--- src/rtl/shared_reg_arbiter.sv ---
// Shared register arbiter: three requesters compete round-robin for one DATA_W register.
// Latency: req in cycle N -> grant in N+1; each granted cycle with req[g] high loads data_out, valid next cycle.
// Backpressure: no preemption; grant held until req[g] drops (or MAX_HOLD loads when ARB_HOLD_LIMIT_EN is defined),
//    then one RELEASE cycle and at least one IDLE cycle before the next grant.
//
// Ports:
//    clk, reset        - clock, synchronous active-high reset
//    req[2:0]          - per-requester request
//    data0/1/2         - requester write data
//    grant[2:0]        - registered one-hot grant (or zero)
//    data_out          - the shared register
//    valid             - data_out was loaded on the previous edge
//    busy              - FSM is not IDLE
// Optional feature macro: ARB_HOLD_LIMIT_EN (cap a grant at MAX_HOLD loads).
module shared_reg_arbiter #(
   parameter int DATA_W   = 8,
   parameter int MAX_HOLD = 4
) (
   input  logic              clk,
   input  logic              reset,
   input  logic [2:0]        req,
   input  logic [DATA_W-1:0] data0,
   input  logic [DATA_W-1:0] data1,
   input  logic [DATA_W-1:0] data2,
   output logic [2:0]        grant,
   output logic [DATA_W-1:0] data_out,
   output logic              valid,
   output logic              busy
);

   if (MAX_HOLD < 1 || MAX_HOLD > 15) begin : g_bad_max_hold
      $error("shared_reg_arbiter: MAX_HOLD must be in 1..15");
   end

   typedef enum logic [1:0] {
      IDLE    = 2'd0,
      GRANT   = 2'd1,
      RELEASE = 2'd2
   } state_t;

   state_t            state_q, state_d;
   logic [2:0]        grant_q, grant_d;
   logic [1:0]        gidx_q,  gidx_d;   // index of the current grant holder
   logic [1:0]        last_q,  last_d;   // index of the most recently released holder
   logic [3:0]        hold_q,  hold_d;
   logic [DATA_W-1:0] data_q,  data_d;
   logic              valid_q, valid_d;

   logic [1:0]        cand0, cand1, cand2, winner;
   logic [3:0]        hold_inc;
   logic              req_g;
   logic [DATA_W-1:0] data_sel;

   function automatic logic [1:0] next_idx(input logic [1:0] i);
      return (i == 2'd2) ? 2'd0 : i + 2'd1;
   endfunction

   function automatic logic [2:0] onehot(input logic [1:0] i);
      logic [2:0] oh;
      oh = 3'b000;
      case (i)
         2'd0:    oh = 3'b001;
         2'd1:    oh = 3'b010;
         2'd2:    oh = 3'b100;
         default: oh = 3'b000;
      endcase
      return oh;
   endfunction

   // Round-robin search order starts just after the last holder.
   always_comb begin
      cand0 = next_idx(last_q);
      cand1 = next_idx(cand0);
      cand2 = next_idx(cand1);
      if (req[cand0])      winner = cand0;
      else if (req[cand1]) winner = cand1;
      else                 winner = cand2;
   end

   // Request and data of the current holder.
   always_comb begin
      req_g    = 1'b0;
      data_sel = data0;
      case (gidx_q)
         2'd0: begin req_g = req[0]; data_sel = data0; end
         2'd1: begin req_g = req[1]; data_sel = data1; end
         2'd2: begin req_g = req[2]; data_sel = data2; end
         default: begin req_g = 1'b0; data_sel = data0; end
      endcase
   end

   assign hold_inc = (hold_q == 4'hF) ? hold_q : hold_q + 4'd1;

   always_comb begin
      state_d = state_q;
      grant_d = grant_q;
      gidx_d  = gidx_q;
      last_d  = last_q;
      hold_d  = hold_q;
      data_d  = data_q;
      valid_d = 1'b0;
      case (state_q)
         IDLE: begin
            grant_d = 3'b000;
            if (req != 3'b000) begin
               gidx_d  = winner;
               grant_d = onehot(winner);
               state_d = GRANT;
            end
         end
         GRANT: begin
            if (req_g) begin
               data_d  = data_sel;
               valid_d = 1'b1;
               hold_d  = hold_inc;
`ifdef ARB_HOLD_LIMIT_EN
               // The load that reaches the limit is still performed; the grant ends with it.
               if (hold_inc == 4'(MAX_HOLD)) begin
                  grant_d = 3'b000;
                  state_d = RELEASE;
               end
`endif
            end else begin
               grant_d = 3'b000;
               state_d = RELEASE;
            end
         end
         RELEASE: begin
            grant_d = 3'b000;
            last_d  = gidx_q;
            hold_d  = 4'd0;
            state_d = IDLE;
         end
         default: begin
            grant_d = 3'b000;
            state_d = IDLE;
         end
      endcase
   end

   always_ff @(posedge clk) begin
      if (reset) begin
         state_q <= IDLE;
         grant_q <= 3'b000;
         gidx_q  <= 2'd0;
         last_q  <= 2'd2;
         hold_q  <= 4'd0;
         data_q  <= '0;
         valid_q <= 1'b0;
      end else begin
         state_q <= state_d;
         grant_q <= grant_d;
         gidx_q  <= gidx_d;
         last_q  <= last_d;
         hold_q  <= hold_d;
         data_q  <= data_d;
         valid_q <= valid_d;
      end
   end

   assign grant    = grant_q;
   assign data_out = data_q;
   assign valid    = valid_q;
   assign busy     = (state_q != IDLE);

endmodule

--- config.mk ---
export PLATFORM = sky130hd
export DESIGN_NAME = shared_reg_arbiter
export DESIGN_NICKNAME = d
export VERILOG_FILES = /design/src/rtl/shared_reg_arbiter.sv
export SDC_FILE = /design/constraint.sdc
export NUM_CORES = 1
export LEC_CHECK = 0
export CAP_MARGIN = 30
export CELL_PAD_IN_SITES_DETAIL_PLACEMENT = 1
export CELL_PAD_IN_SITES_GLOBAL_PLACEMENT = 1
export CORE_UTILIZATION = 29
export DETAILED_ROUTE_END_ITERATION = 7
export MAX_ROUTING_LAYER = met4
export PLACE_DENSITY = 0.85
export SYNTH_ARGS = -nofsm -noshare
export SYNTH_HDL_FRONTEND = slang
export SYNTH_SLANG_ARGS = --single-unit
export TNS_END_PERCENT = 50
--- constraint.sdc ---
create_clock -name clk -period 2.3 [get_ports clk]
set_input_delay 0.345 -clock clk [delete_from_list [all_inputs] [get_ports clk]]
set_output_delay 0.345 -clock clk [all_outputs]
set_load 0.05 [all_outputs]
==> metrics.md, run 1 <==
| Metric | Value |
|---|---|
| Status | finished, final reports clean |
| Max rail drop VDD | 0.2260 mV |
| Final Setup Violations | 0 |
| Port Buffers | 41 |
| HP Class | reg2reg |
| Slowest CP cell | a222oi_1 |
| Hold_ws | 0.4741 ns |
| Pwr dens | 619.6 nW/µm² |
| DR pass1 iterations | 4 |
| Max-Cap Viols | 0 |
| Hold Path Stages | 2 |
| Required time of the critical path | 2.51 ns |
| Placed cell area | 1373 µm² |
| Synth top cells by count | 19 x nand2_1, 18 x dfxtp_1, 9 x a22oi_1, 9 x o211ai_1 |
| Crit share post-route | 0.9034 |
| WP data arrival | 2.29 ns |
| Worst path bufs/invs | 1 |
| Full die area | 3494 µm² |
| Routed WL | 2609 µm |
| Die height | 59.11 µm |
| Clk_lat worst skew | 0.29 ns |
| P_int | 0.5692 mW |
| Post_cts resized | 0 |
| Clock Sink Count | 18 |
| Core Region | 3078 µm² |
| Starting Density | 0.3073 |
| Top FF cell, synth | dfxtp_1 |
| Worst-path clk slew | 0.10 ns |
| Number of synthesized flops with an enable pin | 0 |
| Synth Warn # | 0 |
| Relative slew slack | 0.4868 |
| Cell depth of the worst flop-to-flop path | 6 |
| Met2 GRT Util | 0.3068 |
| Seq/Total Area, Yosys | 0.3810 |
| Cell variety after synth | 27 |
| Async SR Flop Fraction | 0 |
| Kind of end point of the critical path | flip-flop |
| Worst setup SP type | flip-flop |
| Sw frac | 0.3490 |
| Min Tclk post-route | 2.078 ns |
| Placed Cells | 190 |
| Antenna cell count | 0 |
| CP max FO | 10 |
| Cell area after synthesis | 945.9 µm² |
| Worst Max-Slew Pin Slew | 0.7673 ns |
| Final std cells w/o fill | 194 |
| Biggest cell delay along the critical path | 0.51 ns |
| Net Count, Synth | 144 |
| Cells after Synth | 111 |
| Top delay family on crit path | compound AO/OA/AOI/OAI gates |
| Drt wl/cell | 13.45 µm |
| Clock Path Buffers | 2 |
| Largest net degree at the start of global routing | 19 |
| RSZ-0062 raised after global routing | no |
| Area leader, netlist | dfxtp_1 |
| Post-DP HPWL | 2138 µm |
| Met3 Use GR | 0.04148 |
| Switching pwr | 0.3052 mW |
| Vias in the first global route | 987 |
| Sequential share of power | 0.410 |
| Cts bufs inserted | 3 |
| Post-route cell area | 1411 µm² |
| LEAKAGE | 0.5073 nW |
| Synth top area share | 0.3810 |
| CTS root buf | clkbuf_4 |
| Setup TNS | 0 ns |
| Overall routing resource usage | 0.1693 |
| Ranking of synthesized cells by area | dfxtp_1 38%, nand2_1 7.5%, a22oi_1 7.1%, o211ai_1 7.1%, a21oi_2 6.5% |
| RD Place Congestion | 0.8331 |
| Seq cells post-synth | 18 |
| Vias/cell | 4.912 |
| Worst path cell trace | inv_1 > ha_1 > a222oi_1 > nand2b_1 > nand2_1 > a21oi_2 |
| Fin. max-slew vios | 0 |
| Htree depth | 1 |
| # rows | 20 |
| Number of top-level pins | 42 |
| Fillers | 379 |
| Layout cells sized above 1 | 0.1067 |
| Count leader, synth | nand2_1 |
| DRC Markers | 0 |
| Clock power frac | 0.219 |
| Drt initial violations | 29 |
| Crit. path cell count | 6 |
| Syn_area_per_cell | 8.522 µm² |
| # hold bufs at CTS | 0 |
| Top Usage Layer GRT | met2 |
| Combinational Power Share | 0.370 |
| Achievable Freq | 481.3 MHz |
| ANT nets after route | 0 |
| Antenna violations before repair | 0 |
| Skew final | 0.008187 ns |
| Critical path type | reg2reg |
| First-pass GRT wire length | 4319 µm |
| Die Wd | 59.11 µm |
| Setup Buffers After CTS | 0 |
| Number of nets in the layout | 184 |
| Met1 Track Usage GR | 0.1850 |
| CTS tree | yes |
| Synth-to-layout area growth | 49.21% |
| GRT Residual Overflow | 0 |
| Final total power | 0.8744 mW |
| Via count | 953 |
| Final Hold Viols | 0 |
==> layout make-up <==
| type | instances | area (µm²) | share of cell area |
|---|---|---|---|
| Sequential cell | 18 | 360.3 | 0.2553 |
| Clock buffer | 4 | 36.28 | 0.02571 |
| Inverter | 5 | 18.77 | 0.01330 |
| Multi-Input combinational cell | 80 | 515.5 | 0.3652 |
| Tap cell | 44 | 55.05 | 0.03901 |
| Timing Repair Buffer | 43 | 425.4 | 0.3014 |
==> placed cells by master, fill, tap and decap left out, types with 2 or more instances in the layout <==
| cell | count |
|---|---|
| clkdlybuf4s50_1 | 41 |
| nand2_1 | 19 |
| dfxtp_1 | 18 |
| a22oi_1 | 9 |
| o211ai_1 | 9 |
| nor2_1 | 7 |
| a21oi_1 | 7 |
| a21oi_2 | 7 |
| inv_1 | 5 |
| ha_1 | 4 |
| nand2b_1 | 3 |
| clkbuf_4 | 3 |
| a211oi_1 | 2 |
| buf_4 | 2 |
==> routing by layer <==
layer / up-vias / part of all wire / routed length [µm]
met4: 0 / 0.0073 / 19
met5: - / 0 / 0
met1: 436 / 0.42 / 1108
li1: 473 / - / -
met3: 5 / 0.066 / 173
met2: 39 / 0.50 / 1308
==> flip-flops by register name, summed over array words and instances (netlist names) <==
signal	count
last_q	2
grant	3
gidx_q	2
state_q	2
data_out	8
valid	1
==> final timing paths <==
| kind | endpoint | slack [ns] | start |
|---|---|---|---|
| max | data_out[0] | 0.22 | gidx_q[0] |
| min | grant[0] | 0.47 | grant[0] |
| max reg2reg | data_out[0] | 0.22 | gidx_q[0] |
| min reg2reg | grant[0] | 0.47 | grant[0] |
==> cell families (layout without fill, tap and decap cells) <==
kind of cell | after synthesis | in the layout | share of synthesized area
AO/OA/AOI/OAI | 38 | 38 | 0.2950
adder cells (fa/ha/maj) | 4 | 4 | 0.05291
buffers and inverters | 13 | 52 | 0.07671
flip-flops | 18 | 18 | 0.3810
multiplexers | 1 | 1 | 0.01058
AND/OR/NAND/NOR | 37 | 37 | 0.1839
==> power by group through the flow <==
| stage | Sequential [mW] | Combinational (mW) | Clock [mW] |
|---|---|---|---|
| final | 0.359 | 0.324 | 0.192 |
| after global routing | 0.362 | 0.352 | 0.212 |
| after CTS | 0.359 | 0.326 | 0.200 |
| after detailed placement | 0.366 | 0.325 | 0 |
| after global placement | 0.365 | 0.319 | 0 |
| after floorplan | 0.421 | 0.152 | 0 |
==> metrics by stage <==
| step | setup slack [ns] | util |
|---|---|---|
| after CTS | 0.2011 | 0.4577 |
| after global placement | 0.2448 | 0.4459 |
| after global routing | 0.01213 | 0.4585 |
| after floorplan | 0.6190 | - |
| after detailed placement | 0.1524 | 0.4459 |
| final | 0.2222 | 0.4585 |
==> worst reg2reg max path, cell delays in order, from the launching register on <==
cell      delay (ns)
dfxtp_1         0.39
inv_1           0.10
ha_1            0.32
a222oi_1        0.51
nand2b_1        0.40
nand2_1         0.12
a21oi_2         0.15
Power figures use the tool's default switching activity.
==> run 2, diff against run 1 <==
Settings changed: SKIP_CTS_REPAIR_TIMING set to 1.
==> results of run 2 <==
No change in the layout: final DEF, timing and power equal those of run 1.
==> RTL change: new RTL, settings of run 2 <==
Encoding of `state_t`: now one-hot (3 bits for 3 states).
--- a/src/rtl/shared_reg_arbiter.sv
+++ b/src/rtl/shared_reg_arbiter.sv
@@ -32,10 +32,10 @@
       $error("shared_reg_arbiter: MAX_HOLD must be in 1..15");
    end
 
-   typedef enum logic [1:0] {
-      IDLE    = 2'd0,
-      GRANT   = 2'd1,
-      RELEASE = 2'd2
+   typedef enum logic [2:0] {
+      IDLE    = 3'b001,
+      GRANT   = 3'b010,
+      RELEASE = 3'b100
    } state_t;
 
    state_t            state_q, state_d;
Formal check against the unedited RTL: same outputs for any inputs over 10 cycles, from zero or initial values and one cycle with reset high; not proved beyond that.
==> RTL change against run 2 <==
Critical path depth down 3. Area after synthesis up 9.8%. Hold slack better by 0.011 ns. Power up 0.72%. Cell area is 6.6% higher. Worst setup slack got worse by 0.044 ns. Sequential cell count is 1 higher. Synthesized cell count up 2.7%. Wire length grew 11%. Largest power group unchanged.
==> RTL change: results (changes against run 2) <==
[outcome]
status = finished, final reports clean

[placement]
placed_area_um2 = 1480  ; +7.7%
pre_cts_slack_ns = 0.199  ; +0.0465 ns
place.gp.congestion = 0.814  ; -2.3%
hpwl_um = 2170  ; +1.7%
dp.cells = 195  ; +2.6%

[drt]
drt-met1-wl_um = 1280  ; +16%
via_count = 1011  ; +6.1%
drt_iter0_drc = 44  ; +52%

[yosys]
ys_seq_area_share_pct = 36.6  ; -1.5 points
synth_cells = 114  ; +2.7%
synth_compound_area_share_pct = 23.9  ; -5.6 points
synth.distinct_cells = 28  ; +3.7%
synthMuxAreaShare_pct = 8.67  ; +7.6 points
synth_area_leaders = dfxtp_1 (37%), mux2i_1 (8.7%), a211o_1 (8.4%)
synth_fa_ha_area_share_pct = 4.82  ; -0.47 points

[sta]
fin_worst_skew_ns = 0.00180  ; -0.00638 ns
period_share_pct = 92.2  ; +1.9 points
tightest_slew_ns = 0.514  ; -0.253 ns

[layout]
multi_input_area_um2 = 586  ; +14%

[worst_setup_path]
startpoint = state_q[0]
r2r_start = gidx_q[1]
critPathArrivalTime_ns = 1.78  ; -0.51 ns
crit_path_max_incr_delay_ns = 0.72  ; +0.21 ns

[global_route]
grt_pass1_wl_um = 4540  ; +5.1%

## RTL change: cell count changes after synthesis, sizes merged, moves of 2 or more
cell | run 2 | this run
nor2 | 7 | 13
nand2b | 3 | 10
nand3b | 1 | 3
o32ai | 0 | 3
a211oi | 2 | 0
a211o | 0 | 10
clkbuf | 1 | 5
o211ai | 9 | 0
buf | 7 | 4
mux2i | 1 | 9
nand2 | 20 | 2
a21oi | 14 | 3
## RTL change: cell type report
| cell class | count | share of cell area (%) |
|---|---|---|
| clock buffers | 4 | 1.75 |
| repair buffers | 44 | 28.8 |
| multi-input cells | 80 | 38.9 |
| flip-flops and latches | 19 | 25.3 |
| inverters | 6 | 1.50 |
| well taps | 46 | 3.82 |
## RTL change: power groups by stage
stage	clock (mW)	sequential [mW]	combinational [mW]
final	0.175	0.371	0.334
after global routing	0.193	0.374	0.364
after CTS	0.183	0.371	0.338
after detailed placement	0	0.378	0.336
after global placement	0	0.376	0.330
after floorplan	0	0.403	0.188
